### src/rtl/cdb_arbiter.sv
// Common-data-bus arbiter: per-source result queues, round-robin grant onto CDB_W lanes, FU stall.
// Define CDB_ARB_PERF_EN to add broadcast/stall/occupancy performance counters.
module cdb_arb_q #(
    parameter int QDEPTH = 4,
    parameter int EW     = 38
) (
    input  logic                    clk,
    input  logic                    rst,
    input  logic                    flush,
    input  logic                    push,
    input  logic                    pop,
    input  logic [EW-1:0]           din,
    output logic [EW-1:0]           head,
    output logic                    nempty,
    output logic                    drop,
    output logic [$clog2(QDEPTH):0] cnt_nxt
);
    localparam int AW = $clog2(QDEPTH);
    localparam int CW = AW + 1;

    logic [EW-1:0] mem_q [QDEPTH];
    logic [AW-1:0] rd_q, wr_q;
    logic [CW-1:0] cnt_q, cnt_d;
    logic          full, pop_ok, push_ok;

    assign nempty  = (cnt_q != '0);
    assign full    = (cnt_q == CW'(QDEPTH));
    assign pop_ok  = pop && nempty && !flush;
    // A full queue still accepts a push when its head leaves in the same cycle.
    assign push_ok = push && !flush && (!full || pop_ok);
    assign drop    = push && !flush && full && !pop_ok;
    assign head    = mem_q[rd_q];
    assign cnt_nxt = cnt_d;

    always_comb begin
        cnt_d = cnt_q;
        if (flush)                  cnt_d = '0;
        else if (push_ok && !pop_ok) cnt_d = cnt_q + 1'b1;
        else if (pop_ok && !push_ok) cnt_d = cnt_q - 1'b1;
    end

    always_ff @(posedge clk or posedge rst) begin
        if (rst) begin
            rd_q  <= '0;
            wr_q  <= '0;
            cnt_q <= '0;
        end else begin
            cnt_q <= cnt_d;
            if (flush) begin
                rd_q <= '0;
                wr_q <= '0;
            end else begin
                if (pop_ok)  rd_q <= rd_q + 1'b1;
                if (push_ok) wr_q <= wr_q + 1'b1;
            end
        end
    end

    always_ff @(posedge clk) begin
        if (push_ok) mem_q[wr_q] <= din;
    end
endmodule

module cdb_arbiter #(
    parameter int NUM_SRC = 5,
    parameter int CDB_W   = 3,
    parameter int QDEPTH  = 4,
    parameter int TAG_W   = 6,
    parameter int DATA_W  = 32
) (
    input  logic                      clk,
    input  logic                      rst,
    input  logic                      flush,
    input  logic [NUM_SRC-1:0]        src_valid,
    input  logic [NUM_SRC*TAG_W-1:0]  src_tag,
    input  logic [NUM_SRC*DATA_W-1:0] src_data,
    output logic                      fu_stall,
    output logic [CDB_W-1:0]          cdb_valid,
    output logic [CDB_W*TAG_W-1:0]    cdb_tag,
    output logic [CDB_W*DATA_W-1:0]   cdb_data,
`ifdef CDB_ARB_PERF_EN
    output logic [31:0]               perf_bcast_cnt,
    output logic [31:0]               perf_stall_cnt,
    output logic [$clog2(QDEPTH):0]   perf_maxocc,
`endif
    output logic                      overflow_err
);
    localparam int CW = $clog2(QDEPTH) + 1;
    localparam int PW = (NUM_SRC > 1) ? $clog2(NUM_SRC) : 1;
    localparam int EW = TAG_W + DATA_W;

    logic [NUM_SRC-1:0]          nempty, pop, drop;
    logic [NUM_SRC-1:0][EW-1:0]  head;
    logic [NUM_SRC-1:0][CW-1:0]  cnt_nxt;
    logic [PW-1:0]               rr_q, rr_d;
    logic [CDB_W-1:0]            lv;
    logic [CDB_W-1:0][EW-1:0]    le;
    logic                        stall_d;

    logic                        stall_q, ovf_q;
    logic [CDB_W-1:0]            vld_q;
    logic [CDB_W*TAG_W-1:0]      tag_q;
    logic [CDB_W*DATA_W-1:0]     data_q;

    generate
        for (genvar s = 0; s < NUM_SRC; s++) begin : g_q
            cdb_arb_q #(.QDEPTH(QDEPTH), .EW(EW)) u_q (
                .clk     (clk),
                .rst     (rst),
                .flush   (flush),
                .push    (src_valid[s]),
                .pop     (pop[s]),
                .din     ({src_tag[s*TAG_W +: TAG_W], src_data[s*DATA_W +: DATA_W]}),
                .head    (head[s]),
                .nempty  (nempty[s]),
                .drop    (drop[s]),
                .cnt_nxt (cnt_nxt[s])
            );
        end
    endgenerate

    // Scan from rr_q with wrap; lane n takes the n-th non-empty head found.
    always_comb begin
        int idx;
        int n;
        pop  = '0;
        lv   = '0;
        le   = '0;
        rr_d = rr_q;
        idx  = 0;
        n    = 0;
        for (int i = 0; i < NUM_SRC; i++) begin
            idx = int'(rr_q) + i;
            if (idx >= NUM_SRC) idx = idx - NUM_SRC;
            if (!flush && nempty[idx] && n < CDB_W) begin
                pop[idx] = 1'b1;
                lv[n]    = 1'b1;
                le[n]    = head[idx];
                rr_d     = (idx == NUM_SRC - 1) ? '0 : PW'(idx + 1);
                n++;
            end
        end
    end

    // Stall one entry early so a result already in flight still has a slot.
    always_comb begin
        stall_d = 1'b0;
        for (int s = 0; s < NUM_SRC; s++)
            if (cnt_nxt[s] >= CW'(QDEPTH - 1)) stall_d = 1'b1;
    end

    always_ff @(posedge clk or posedge rst) begin
        if (rst) begin
            rr_q    <= '0;
            vld_q   <= '0;
            tag_q   <= '0;
            data_q  <= '0;
            stall_q <= 1'b0;
            ovf_q   <= 1'b0;
        end else begin
            rr_q    <= flush ? '0 : rr_d;
            stall_q <= stall_d;
            ovf_q   <= ovf_q | (|drop);
            vld_q   <= lv;
            for (int k = 0; k < CDB_W; k++) begin
                tag_q[k*TAG_W +: TAG_W]    <= le[k][EW-1 -: TAG_W];
                data_q[k*DATA_W +: DATA_W] <= le[k][DATA_W-1:0];
            end
        end
    end

    assign cdb_valid    = vld_q;
    assign cdb_tag      = tag_q;
    assign cdb_data     = data_q;
    assign fu_stall     = stall_q;
    assign overflow_err = ovf_q;

`ifdef CDB_ARB_PERF_EN
    logic [31:0]   bcast_q, stallc_q, ngrant;
    logic [CW-1:0] maxocc_q, maxocc_d;

    always_comb begin
        ngrant   = '0;
        maxocc_d = maxocc_q;
        for (int k = 0; k < CDB_W; k++) ngrant = ngrant + 32'(lv[k]);
        for (int s = 0; s < NUM_SRC; s++)
            if (cnt_nxt[s] > maxocc_d) maxocc_d = cnt_nxt[s];
    end

    always_ff @(posedge clk or posedge rst) begin
        if (rst) begin
            bcast_q  <= '0;
            stallc_q <= '0;
            maxocc_q <= '0;
        end else begin
            bcast_q  <= (bcast_q > ~ngrant) ? '1 : bcast_q + ngrant;
            if (stall_q && stallc_q != '1) stallc_q <= stallc_q + 1'b1;
            maxocc_q <= maxocc_d;
        end
    end

    assign perf_bcast_cnt = bcast_q;
    assign perf_stall_cnt = stallc_q;
    assign perf_maxocc    = maxocc_q;
`endif
endmodule

### config.mk
export PLATFORM = sky130hd
export DESIGN_NAME = cdb_arbiter
export DESIGN_NICKNAME = d
export VERILOG_FILES = /design/src/rtl/cdb_arbiter.sv
export SDC_FILE = /design/constraint.sdc
export NUM_CORES = 2
export LEC_CHECK = 0
export CAP_MARGIN = 20
export CORE_MARGIN = 2
export CORE_UTILIZATION = 45
export DETAILED_ROUTE_END_ITERATION = 12
export PLACE_DENSITY = 0.66
export SLEW_MARGIN = 20
export SYNTH_ARGS = -nofsm -noshare
export SYNTH_HDL_FRONTEND = slang
export SYNTH_SLANG_ARGS = --single-unit
### constraint.sdc
create_clock -name clk -period 7.4 [get_ports clk]
set_clock_uncertainty 0.1 [all_clocks]
set_input_delay 1.11 -clock clk [delete_from_list [all_inputs] [get_ports clk]]
set_output_delay 1.11 -clock clk [all_outputs]
set_load 0.01 [all_outputs]
# ---- Yosys cells after proc, flatten, opt, wreduce, memory -nomap -nowiden
# Memory sizes are Yosys's and may differ from the RTL's.
# Cells that the tools add are included.
dict set report op_classes {
  eq_ne 10
  magnitude_cmp 32
  reduce_logical 96
  mul 0
  addsub 37
  div_mod_pow 0
  shifts 0
  mux 145
  bitwise 9
}
# operator n
set op_table {}
lappend op_table {{$bmux 38 s3} 5}
lappend op_table {{$mux 38} 15}
lappend op_table {{$bwmux 114} 4}
lappend op_table {{$mux 114} 4}
lappend op_table {{$demux 38 s2} 4}
lappend op_table {{$ge 32x1->1 const B} 9}
lappend op_table {{$mux 32} 8}
lappend op_table {{$eq 32x4->1 const B} 5}
lappend op_table {{$lt 32x5->1 const B} 5}
lappend op_table {{$lt 32x3->1 const B} 4}
lappend op_table {{$lt 32x4->1 const B} 4}
lappend op_table {{$add 32x2->32 const B} 3}
lappend op_table {{$mux 3} 30}
lappend op_table {{$logic_and 1x1->1} 58}
lappend op_table {{$mux 2} 20}
lappend op_table {{$mux 1} 36}
lappend op_table {{$mux 5} 5}
lappend op_table {{$add 2x1->2 const B} 10}
lappend op_table {{$or 5x5->5} 4}
lappend op_table {{$reduce_bool 2->1} 10}
lappend op_table {{$sub 4x3->5 const B} 4}
lappend op_table {{$ge 4x3->1 const B} 4}
lappend op_table {{$logic_not 1->1} 16}
lappend op_table {{$add 3x1->3 const B} 5}
lappend op_table {{other kinds (19)} 57}
dict set report totals {
  out_inout_bits 119
  romBits 0
  ram_bits 760
  word_cells 355
  input_bits 198
  latch_bits 0
  register_bits 157
  memories 5
}
# memory words width rd rd_clocked_by_memory_dff wr line_no
set mem_list {}
lappend mem_list {{g_q[0].u_q.mem_q} 4 38 1 0 1 21} ;# logic [EW-1:0] mem_q [QDEPTH];
lappend mem_list {{g_q[1].u_q.mem_q} 4 38 1 0 1 21}
lappend mem_list {{g_q[2].u_q.mem_q} 4 38 1 0 1 21}
lappend mem_list {{g_q[3].u_q.mem_q} 4 38 1 0 1 21}
lappend mem_list {{g_q[4].u_q.mem_q} 4 38 1 0 1 21}

# ---- Longest topological paths before layout
dict set report depth {
  ltp_word 34
  ltp_mapped 30
}

# ---- By module
# From an unflattened synthesis, not the netlist that was laid out.
dict set report hier_totals {
  hier_cells 3277
  hier_area_um2 45920.3
}
# mod seq_area_each_um2 cells_per_inst n_inst area_per_inst_um2
set by_module_without_submodules {}
lappend by_module_without_submodules {cdb_arb_q 4739.5 257 5 6050.8}
lappend by_module_without_submodules {cdb_arbiter 3052.9 1992 1 15666.3}

# ---- Worst setup path before layout
# Ideal clock, no wire load.
dict set report synth_timing {
  path_kind {register to register}
  startpoint {register rr_q[1]}
  endpoint {memory g_q[2].u_q.mem_q[0][0] (enable)}
  setup_ns 0.399
  stages_incl_launch_ff 27
  t_arrival_ns 6.887
  path_slack_ns 0.014
  synth_period_minus_slack_ns 7.386
  path_cell_list {dfrtp_1 -> inv_1 -> ha_1 -> inv_1 -> ha_1 -> a21oi_2 -> xnor2_4 -> inv_2 -> mux2i_1 -> o21a_1 -> nand2_1 -> clkbuf_1 -> clkbuf_1 -> ha_1 -> clkbuf_1 -> nand3_1 -> o21a_1 -> ha_1 -> a311oi_1 -> o221a_1 -> nor4_1 -> a21boi_1 -> nand4b_4 -> o31ai_4 -> nor2_1 -> nor3b_1 -> and2_1}
}
dict set report synth_via {
  elab_chain_len 25
  elab_cells_between_ends 94
  cone_classes {add/sub (12); order compare (19); mux (41); bitwise (4); reduce/logical (18)}
}
# element line_no
set synth_rtl {}
lappend synth_rtl {{from (decl)} 95} ;# logic [PW-1:0] rr_q, rr_d;
lappend synth_rtl {{from (signal assigned)} 161} ;# rr_q <= flush ? '0 : rr_d;
lappend synth_rtl {{$sub 3x3->4 / $ge 3x3->1 (equally long branches)} 134} ;# if (idx >= NUM_SRC) idx = idx - NUM_SRC;
lappend synth_rtl {{$mux 32} 134}
lappend synth_rtl {{$bmux 1 s3} 135} ;# if (!flush && nempty[idx] && n < CDB_W) begin
lappend synth_rtl {{$mux 1 (implied by the code) (2 in a row)} 135}
lappend synth_rtl {{$logic_and 1x1->1} 135}
lappend synth_rtl {{$mux 1} 135}
lappend synth_rtl {{$lt 32x3->1} 135}
lappend synth_rtl {{$logic_and 1x1->1} 135}
lappend synth_rtl {{[... 7 more ...]} --}
lappend synth_rtl {{$lt 32x3->1} 135}
lappend synth_rtl {{$logic_and 1x1->1} 135}
lappend synth_rtl {{$mux 5 (*)} 135}
lappend synth_rtl {{$logic_and 1x1->1 (*) (2 in a row)} 28} ;# assign pop_ok = pop && nempty && !flush;
lappend synth_rtl {{$logic_or 1x1->1 (*)} 30} ;# assign push_ok = push && !flush && (!full || pop_ok);
lappend synth_rtl {{$logic_and 1x1->1 (*)} 30}
lappend synth_rtl {{$mux 1 (*)} 60} ;# if (push_ok) mem_q[wr_q] <= din;
lappend synth_rtl {{$mux 1 (implied by the code) (*)} 60}
lappend synth_rtl {{to (decl)} 21}
# Every way passes the cells marked *; elsewhere a longest branch is shown, timed or not. The select of a mux whose other input is x is not followed.

# ---- Worst setup path after layout
dict set report layout_timing {
  startpoint {register rr_q[0]}
  endpoint {memory g_q[3].u_q.mem_q[2][13] (enable)}
}
dict set report layout_via {
  elab_chain_len 25
  elab_cells_between_ends 94
  cone_classes {add/sub (12); order compare (19); mux (41); bitwise (4); reduce/logical (18)}
}
# element line_no
set layout_rtl {}
lappend layout_rtl {{$sub 3x3->4 / $ge 3x3->1 (equally long branches)} 134}
lappend layout_rtl {{$mux 32} 134}
lappend layout_rtl {{$bmux 1 s3} 135}
lappend layout_rtl {{$mux 1 (implied by the code) (2 in a row)} 135}
lappend layout_rtl {{$logic_and 1x1->1} 135}
lappend layout_rtl {{$mux 1} 135}
lappend layout_rtl {{$lt 32x3->1} 135}
lappend layout_rtl {{$logic_and 1x1->1} 135}
lappend layout_rtl {{[... 7 more ...]} --}
lappend layout_rtl {{$lt 32x3->1} 135}
lappend layout_rtl {{$logic_and 1x1->1} 135}
lappend layout_rtl {{$mux 5 (*)} 135}
lappend layout_rtl {{$logic_and 1x1->1 (*) (2 in a row)} 28}
lappend layout_rtl {{$logic_or 1x1->1 (*)} 30}
lappend layout_rtl {{$logic_and 1x1->1 (*)} 30}
lappend layout_rtl {{$mux 1 (*)} 60}
lappend layout_rtl {{$mux 1 (implied by the code) (*)} 60}
lappend layout_rtl {{to (decl)} 21}
# Marked as above.

==> impl_metrics.yaml <==
logic_synthesis:
  yosys_most_used_dff: "edfxtp_1"
  ys_types: 85
  yosysMostFrequentCell: "edfxtp_1"
  netlist_top_cells_area: "edfxtp_1 50%, mux4_2 9.9%, dfrtp_1 8.7%, nand2_1 5.5%, mux2i_1 2.1%"
  synth_top_cell_area_share_pct: 50.4
  synth_area_um2: 45300
  yosysTopAreaCell: "edfxtp_1"
  syn_area_per_cell_um2: 12.5
  seq_area_frac_synth_pct: 59.1
  synth.net_count: 3890
  synth-seq-cells: 917
  syn_inst: 3627
  synth_warnings: 0
  synth_common_cells: "760 x edfxtp_1, 668 x nand2_1, 244 x clkbuf_1"
  async_flop_share_pct: 17.1
  synth_edf_count: 760
setup_path:
  critical_path_buf_inv_count: 7
  rr_endpoint: "g_q[3].u_q.mem_q[2][13]$_DFFE_PP_"
  rr_worst_depth: 26
  cp.depth: 26
  crit_family: "compound AO/OA/AOI/OAI gates"
  cp.arrival_ps: 7260
  crit_path_end: "g_q[3].u_q.mem_q[2][13]$_DFFE_PP_"
  required_ps: 7680
  cp_max_fo: 29
  path_class: "reg -> reg"
  reg2reg_slack_ps: 420
  cp_common_cell: "buf_4"
  crit_start: "rr_q[0]$_DFFE_PP0P_"
  slowest_stage: "o31ai_4"
  cp_slowest_stage_delay_ps: 500
  r2r-start: "rr_q[0]$_DFFE_PP0P_"
  endpoint_kind: "flip-flop"
  startpoint_type: "flip-flop"
grt:
  grt_busiest_layer: "met2"
  grt_pass1_wl_mm: 228
  antenna_found_initial: 5
  globalRouteOverflowTotal: 0
  grt_max_degree: 82
  use_met3_pct: 10.4
  grt_usage_pct: 30.5
  met1_usage_pct: 42.1
  grt_util_met2_pct: 42.7
  first_global_vias: 32000
cts:
  holdBufCountCts: 0
  clkLatencyLatePin_ps: 700
  cts.path.max_buffers: 3
  tritoncts: "yes"
  clkSinkCount: 917
  numCtsBuffers: 88
  htreeDepth: 3
  root_buffer: "clkbuf_16"
  clk_pin_slew_ps: 70
sta:
  fin_crit_sh_pct: 94.3
  fmax_mhz: 143
  rsz0062_at_grt: "no"
  slew_viol_final: 0
  min_period_ps: 6980
  fin_tns_setup_ps: 0
  hold_viol_final: 0
  worst_pin_slew_ps: 1180
  fin_ws_ps: 420
  whs_ps: 441
  relSlewSlack_pct: 21.5
  finalSetupViolations: 0
die:
  die_y_um: 321
  num_rows: 116
  dieArea_um2: 103000
  ios: 317
  coreArea_um2: 100000
  die_x_um: 321
  start_util_pct: 45.3
route:
  viasPerCell: 6.55
  ant_nets: 0
  firstDrtPassIters: 8
  drt-total-wl_mm: 160
  vias: 34100
  wl_per_cell_um: 30.6
  first_iter_violations: 6144
  drcViolationCount: 0
outcome:
  status: "finished, final reports clean"
layout:
  multi_input_area_um2: 17400
  layout-drive-gt1-share_pct: 13.4
  nets: 4105
  seqCellArea_um2: 26800
  areaGrowthSynthToFinish_pct: 17.7
  num-fill-cells: 8095
  post-route-util_pct: 53.3
placement:
  dp_worst_setup_slack_ps: 316
  dp_hpwl_mm: 108
  port_buffers: 316
  gp_congestion: 1.01
hold_path:
  hold_path_class: "reg -> reg"
job:
  maxCapViolations: 0
pwr:
  p_leak_nw: 18.3
  power.density_nw_per_um2: 522
  peakVddDrop_v: 0.000603
## kinds of logic (layout without fill, tap and decap cells)
kind of cell	count (synthesis)	in the layout	synth area share [%]
AOI/OAI and AO/OA	918	918	13.7
muxes	302	302	12.2
xor gates and xnor gates	28	28	0.599
and+or+nand+nor	1044	1044	9.65
other	0	4	0
buffers and inverters	353	640	3.01
DFF	917	917	59.1
adders and majority gates	65	65	1.81
## state kept, by name, summed over array words and instances (netlist names)
signal         flops
g_q.u_q.mem_q    760
cdb_data          96
cdb_tag           18
g_q.u_q.cnt_q     15
g_q.u_q.rd_q      10
g_q.u_q.wr_q      10
cdb_valid          3
rr_q               3
fu_stall           1
overflow_err       1
## power breakdown
| group | total, mW | internal (mW) | leakage (nW) | switching (mW) |
|---|---|---|---|---|
| logic | 16.6 | 5.25 | 7.81 | 11.4 |
| registers | 6.54 | 6.28 | 8.99 | 0.256 |
| clock network | 4.66 | 2.71 | 1.48 | 1.96 |
## worst register-to-register path, stage by stage (launching register included)
cell and delay (ps):
dfrtp_1 400, inv_1 250, ha_1 390, buf_4 260, o21ai_0 150, o21ai_1 130, o31ai_1 300, o221ai_1 170
buf_4 190, nor2_1 90, buf_4 170, inv_1 60, ha_2 440, nand3_1 120, o21a_1 210, ha_1 250
a311oi_2 370, o221a_1 330, nor4_1 100, a21boi_1 320, nand4b_4 240, o31ai_4 500, nor2_1 150, nor3b_1 200
buf_4 180, and2_2 330, buf_12 250
## cell type report
class | instances | share of cell area [%]
multi-input combinational | 2357 | 32.7
sequential | 917 | 50.2
clock inverter | 59 | 1.36
clock buffer | 103 | 4.37
inverter | 49 | 0.354
tap | 1298 | 3.05
timing repair buffer | 429 | 7.99
antenna | 4 | 0.0188
## placed cells by master (no fill, tap or decap), drive strengths merged, types with 7 or more instances in the layout
master	instances
buf	114
xnor2	21
a21oi	192
a32oi	40
o221ai	82
edfxtp	760
nor2b	13
nand3	123
o31ai	11
mux4	200
nand2	668
nor3	17
o211ai	44
nor4	8
clkinv	37
nand2b	14
a31oi	46
nor2	141
o22ai	109
mux2i	97
clkbuf	103
clkdlybuf4s50	315
a221oi	38
xor2	7
bufinv	12
inv	54
dfrtp	157
ha	64
a22oi	73
and3	10
a211oi	92
and2	26
o21ai	145
## how the worst min path moves through the flow
stage	startpoint	end	cells past startpoint
after global routing	g_q[4].u_q.rd_q[1]$_DFFE_PP0P_	g_q[4].u_q.rd_q[1]$_DFFE_PP0P_	2
after CTS	g_q[4].u_q.rd_q[1]$_DFFE_PP0P_	g_q[4].u_q.rd_q[1]$_DFFE_PP0P_	2
after floorplan	overflow_err$_DFF_PP0_	overflow_err$_DFF_PP0_	1
after global placement	g_q[4].u_q.rd_q[1]$_DFFE_PP0P_	g_q[4].u_q.rd_q[1]$_DFFE_PP0P_	2
after detailed placement	g_q[4].u_q.rd_q[1]$_DFFE_PP0P_	g_q[4].u_q.rd_q[1]$_DFFE_PP0P_	2
final	g_q[4].u_q.rd_q[1]$_DFFE_PP0P_	g_q[4].u_q.rd_q[1]$_DFFE_PP0P_	2
## layer usage
metal	vias to the layer above	share of wire, %
met4	2	6.6
met2	2503	41
met3	531	14
li1	14500	-
met5	-	0.013
met1	16600	39
## repair_timing
| action | in CTS | in global routing |
|---|---|---|
| setup buffers | 0 | 2 |
| endpoints found under the setup margin | 0 | 626 |
| hold endpoints to repair | 0 | 0 |
| gates resized for setup | 0 | 5 |
## metrics by stage
| step | total power [mW] | instance area (um2) | cells |
|---|---|---|---|
| 6_report | 27.8 | 53300 | 5216 |
| 5_1_grt | 28.8 | 53300 | 5214 |
| 4_1_cts | 26.9 | 53200 | 5210 |
| 3_5_place_dp | 22.2 | 50200 | 5048 |
| 3_3_place_gp | 22.2 | 50200 | 5048 |
| 2_1_floorplan | 16.6 | 45300 | 3627 |
(Power assumes the default switching activity.)
